===== config.mk =====
export PLATFORM = sky130hd
export DESIGN_NAME = i2c_frame_tx
export DESIGN_NICKNAME = d
export VERILOG_FILES = /design/src/rtl/i2c_frame_tx.sv
export SDC_FILE = /design/constraint.sdc
export NUM_CORES = 1
export LEC_CHECK = 0
export ABC_AREA = 1
export CAP_MARGIN = 15
export CORE_ASPECT_RATIO = 2
export CORE_MARGIN = 5
export CORE_UTILIZATION = 42
export CTS_CLUSTER_SIZE = 40
export DETAILED_ROUTE_END_ITERATION = 8
export PLACE_DENSITY = 0.76
export SYNTH_ARGS = -nofsm -noshare
export SYNTH_HDL_FRONTEND = slang
export SYNTH_SLANG_ARGS = --single-unit

===== constraint.sdc =====
create_clock -name i_clk -period 2.05 [get_ports i_clk]
set_input_delay 0.41 -clock i_clk [delete_from_list [all_inputs] [get_ports i_clk]]
set_output_delay 0.41 -clock i_clk [all_outputs]
set_load 0.01 [all_outputs]

===== src/rtl/i2c_frame_tx.sv =====
// Bit-level I2C master transmitter: sends an NBYTES command frame with START,
// per-byte ACK slots and STOP, flags NACK, and pulses o_finished at frame end.
module i2c_frame_tx #(
  parameter int unsigned CLK_DIV = 30,
  parameter int unsigned NBYTES  = 3
) (
  input  logic                  i_clk,
  input  logic                  i_rst,
  input  logic                  i_start,
  input  logic [8*NBYTES-1:0]   i_data,
  input  logic                  i_sdat,
  output logic                  o_busy,
  output logic                  o_finished,
  output logic                  o_ack_err,
  output logic                  o_sclk,
  output logic                  o_sdat,
  output logic                  o_oen
);

  localparam int unsigned FW = 8 * NBYTES;
  localparam int unsigned CW = (CLK_DIV > 1) ? $clog2(CLK_DIV) : 1;
  localparam int unsigned BW = (NBYTES > 1) ? $clog2(NBYTES) : 1;

  typedef enum logic [2:0] {
    S_IDLE, S_START, S_BIT, S_ACK, S_STOP, S_DONE
  } state_e;

  state_e          state_q, state_d;
  logic [CW-1:0]   cnt_q, cnt_d;
  logic [1:0]      qtr_q, qtr_d;
  logic [2:0]      bit_q, bit_d;
  logic [BW-1:0]   byte_q, byte_d;
  logic [FW-1:0]   shift_q, shift_d;
  logic            err_q, err_d;
  logic            sclk_q, sclk_d, sdat_q, sdat_d, oen_q, oen_d;
  logic            busy_q, busy_d, fin_q, fin_d;
  logic            qend, qlast;

  assign qend  = (cnt_q == CW'(CLK_DIV - 1));
  assign qlast = qend && (qtr_q == 2'd3);

  // Next state: quarter timer, bit/byte sequencing and ACK sampling
  always_comb begin
    state_d = state_q;
    cnt_d   = cnt_q;
    qtr_d   = qtr_q;
    bit_d   = bit_q;
    byte_d  = byte_q;
    shift_d = shift_q;
    err_d   = err_q;
    case (state_q)
      S_IDLE: begin
        if (i_start) begin
          state_d = S_START;
          shift_d = i_data;
          bit_d   = '0;
          byte_d  = '0;
          err_d   = 1'b0;
          cnt_d   = '0;
          qtr_d   = '0;
        end
      end
      S_DONE: state_d = S_IDLE;
      default: begin
        cnt_d = qend ? '0 : cnt_q + CW'(1);
        if (qend) qtr_d = qtr_q + 2'd1;
        if (state_q == S_ACK && qend && qtr_q == 2'd1 && i_sdat) err_d = 1'b1;
        if (qlast) begin
          case (state_q)
            S_START: state_d = S_BIT;
            S_BIT: begin
              shift_d = {shift_q[FW-2:0], 1'b0};
              if (bit_q == 3'd7) begin
                bit_d   = '0;
                state_d = S_ACK;
              end else begin
                bit_d = bit_q + 3'd1;
              end
            end
            // err_q already holds this slot's sample taken at the end of q1
            S_ACK: begin
              if (err_q || byte_q == BW'(NBYTES - 1)) begin
                state_d = S_STOP;
              end else begin
                byte_d  = byte_q + BW'(1);
                state_d = S_BIT;
              end
            end
            S_STOP:  state_d = S_DONE;
            default: state_d = state_q;
          endcase
        end
      end
    endcase
  end

  // Output values for the upcoming cycle, registered below
  always_comb begin
    sclk_d = 1'b1;
    sdat_d = 1'b1;
    oen_d  = 1'b1;
    case (state_d)
      S_START: begin
        sclk_d = (qtr_d != 2'd3);
        sdat_d = (qtr_d == 2'd0);
      end
      S_BIT: begin
        sclk_d = (qtr_d == 2'd1) || (qtr_d == 2'd2);
        sdat_d = shift_d[FW-1];
      end
      S_ACK: begin
        sclk_d = (qtr_d == 2'd1) || (qtr_d == 2'd2);
        oen_d  = 1'b0;
      end
      S_STOP: begin
        sclk_d = (qtr_d != 2'd0);
        sdat_d = qtr_d[1];
      end
      default: ;
    endcase
    busy_d = (state_d == S_START) || (state_d == S_BIT) ||
             (state_d == S_ACK) || (state_d == S_STOP);
    fin_d  = (state_d == S_DONE);
  end

  always_ff @(posedge i_clk or posedge i_rst) begin
    if (i_rst) begin
      state_q <= S_IDLE;
      cnt_q   <= '0;
      qtr_q   <= '0;
      bit_q   <= '0;
      byte_q  <= '0;
      shift_q <= '0;
      err_q   <= 1'b0;
      sclk_q  <= 1'b1;
      sdat_q  <= 1'b1;
      oen_q   <= 1'b1;
      busy_q  <= 1'b0;
      fin_q   <= 1'b0;
    end else begin
      state_q <= state_d;
      cnt_q   <= cnt_d;
      qtr_q   <= qtr_d;
      bit_q   <= bit_d;
      byte_q  <= byte_d;
      shift_q <= shift_d;
      err_q   <= err_d;
      sclk_q  <= sclk_d;
      sdat_q  <= sdat_d;
      oen_q   <= oen_d;
      busy_q  <= busy_d;
      fin_q   <= fin_d;
    end
  end

  assign o_sclk     = sclk_q;
  assign o_sdat     = sdat_q;
  assign o_oen      = oen_q;
  assign o_busy     = busy_q;
  assign o_finished = fin_q;
  assign o_ack_err  = err_q;

endmodule


==> results by group <==
Clocking
  – CTS Sinks: 45
  – H-tree levels: 2
  – TritonCTS clock tree: built
  – CTS buffer count: 5
  – Root Driver: clkbuf_8
  – Clock tree buffer depth: 2
  – Worst skew pair latency: around 0.30 ns
  – Clk slew on worst S/H paths: 0.08 ns
  – Cts hold-fix bufs: 0

Layout
  – Layout net count: 336
  – Diode count: 0
  – Fin util: 0.5390
  – Area Overhead vs Synth: 25.27%
  – Fraction of layout cells with a size suffix above 1: 0.1567
  – # fillers: 515

Hold path
  – Worst Hold Class: in2async

Detailed routing
  – Met3 wire len: 239 µm
  – Metal-1 WL: roughly 1900 µm
  – Wirelength per Cell: 14.04 µm
  – WL final: 5054 µm
  – Number of routed nets with antenna violations: 0
  – Initial DRT Pass Iterations: 4
  – DRC viols: 0
  – WL met2: about 2800 µm
  – Via count: 1,915
  – Vias per inst: 5.319
  – DRT iter0 DRCs: 68
  – Max layer used: met4

Pwr
  – Pwr per Cell Area: 589.9 mW/mm²
  – Max IR drop VDD: 0.5959 mV
  – LEAKAGE: about 0.0015 µW
  – Pwr Total: 1723 µW

Die
  – Height of the chip: 115.4 µm
  – DIE WIDTH: around 63 µm
  – Initial core utilization: 0.4303
  – Die area: 0.007233 mm²
  – Rows: 38
  – Total I/O pin count: 34
  – Core ar.: 0.005420 mm²

Global routing
  – First-pass GRT wire length: between 8000 and 9000 µm
  – Pin count of the biggest net entering global routing: 42
  – Congestion Overflow GR: 0
  – Vias in the first global route: 1,910
  – Initial antenna violation count: 0
  – Gr usage total: 0.1487

Placement
  – DP HPWL: 3837 µm
  – IO buf count: 33
  – Final GP Congestion: between 0.8 and 0.9
  – Post-place setup slack: about 0.14 ns

Logic synthesis
  – Mapped cell area: 0.002332 mm²
  – Sequential-to-total area share from yosys stat: 0.4844
  – Synth Instances: 256
  – Yosys cell types: 35
  – Avg Cell Area, Syn: between 9 and 10 µm²
  – Post-Syn Nets: 293
  – Synth warn: 0
  – Seq cells post-synth: 45

STA
  – Setup TNS: 0 ns
  – Least-Margin Pin Slew: a little over 0.3 ns
  – Final WS setup: 0.2074 ns
  – Final Cycle Share: 0.8988
  – Final number of setup-violating endpoints: 0
  – Max Transition Viols Final: 0
  – Clock Skew: 0.009463 ns
  – Tmin final: 1.843 ns
  – Slew headroom: 0.7913
  – Hold_ws: 0.2833 ns
  – Max Freq: 0.5427 GHz
  – Hold Vio Cnt, Final: 0

Job
  – Max cap viols: 0

Setup path
  – Startpoint types: flip-flop
  – Reg2Reg Setup Slack: 0.21 ns
  – Crit path required time: 2.27 ns
  – Worst EP arrival: 2.06 ns
  – Setup Crit Path Kind: reg2reg
  – CP endpoint kind: flip-flop
  – CP max FO: 5

Outcome
  – Outcome: finished clean
==> Yosys cell counts (all sizes together) <==
cell	instances	area (µm²)
nor2	16	93.84
a22o	3	26.28
xnor2	1	8.760
nand4	8	80.08
a21o	1	7.510
a22oi	22	165.2
dfstp	3	78.83
buf	5	23.77
nand3	16	85.08
xor2	1	8.760
nand2	85	371.6
inv	25	93.84
dfrtp	42	1051
o211ai	1	7.510
ha	9	112.6
o31ai	1	7.510
nor4	1	6.260
nor3	4	36.29
o21ai	3	15.01
o21a	1	7.510
clkbuf	1	3.750
o2111ai	1	8.760
o22ai	2	12.51
a21oi	4	20.02
==> worst paths after layout <==
check                              end   startpoint  depth (start not counted)
setup / recovery                o_sclk     cnt_q[1]                         12
hold / removal                  o_busy        i_rst                          2
setup reg to reg                o_sclk     cnt_q[1]                         12
hold reg to reg            shift_q[12]  shift_q[12]                          2
max in group asynchronous       o_sdat        i_rst                          3
min in group i_clk         shift_q[12]  shift_q[12]                          2
==> cell type report <==
type / instances / area (µm²) / share of cell area
Timing Repair Buffer: 42 / 410.4 / 0.1405
Clock buffer: 7 / 86.33 / 0.02955
Tap cell: 60 / 75.07 / 0.02570
Clock inverter: 1 / 30.03 / 0.01028
Inverter: 25 / 93.84 / 0.03212
Sequential cell: 45 / 1131 / 0.3872
Multi-Input combinational cell: 180 / 1095 / 0.3747
==> stage by stage <==
step                      instances  area (µm²)
final                           360        2922
after detailed placement        351        2783
after global placement          351        2783
after CTS                       359        2899
after global routing            360        2922
after floorplan                 256        2332
==> flip-flops by register name (all words and copies together) (netlist names) <==
register	flops
qtr_q	2
cnt_q	5
shift_q	24
byte_q	2
state_q	3
o_ack_err	1
o_finished	1
o_busy	1
bit_q	3
o_sclk	1
o_oen	1
o_sdat	1
==> power breakdown <==
| part | switching [µW] | internal [µW] | total, µW |
|---|---|---|---|
| combinational | 39.9 | 60.7 | 101 |
| clock | 300 | 398 | 697 |
| sequential | 14.2 | 911 | 925 |
==> timing repair <==
action                                  in CTS  in global routing
endpoints found under the setup margin       0                  1
buffers inserted                             0                  1
resized for setup                            0                  4
==> worst max-delay path, stage by stage, from the launching register on <==
cell and delay [ns]:
dfrtp_1 0.36, inv_1 0.07, ha_1 0.21, nand2_4 0.14
nor2_8 0.05, nor2_2 0.13, inv_1 0.08, nand3_1 0.07
o21a_1 0.16, inv_1 0.05, ha_1 0.28, nand2_1 0.06
nand4_1 0.09
==> metal layers <==
| metal | track usage | vias up |
|---|---|---|
| met5 | 0 | - |
| met4 | 0.08782 | 0 |
| met3 | 0.03030 | 15 |
| met2 | 0.2701 | 45 |
| met1 | 0.1551 | 912 |
| li1 | - | 943 |
==> cells by family after synthesis <==
kind of cell / after synthesis / share of synthesized area
flops: 45 / 0.4844
xor+xnor: 2 / 0.007512
buf+inv: 31 / 0.05204
simple gates: 130 / 0.2886
fa+ha+maj: 9 / 0.04828
compound gates: 39 / 0.1191
==> placed cells by master (no fill, tap or decap), types with 2 or more instances in the layout <==
master           synthesis  final
nand2_1                 74     74
inv_2                    4      4
buf_4                    0      8
nand3_1                 15     15
dfrtp_1                 42     41
clkdlybuf4s50_1          0     33
a21oi_1                  4      4
o21ai_0                  3      3
nand2_2                  6      5
clkbuf_8                 0      6
nand4_1                  6      6
nor2_2                   4      5
ha_1                     9      9
nand4_4                  2      2
nand2_4                  5      6
nor2_1                  10      9
o22ai_1                  2      2
a22oi_1                 22     22
nor3_4                   1      2
nor3_1                   2      2
a22o_1                   3      3
dfstp_2                  3      3
inv_1                   21     20
Power figures use the tool's default switching activity.
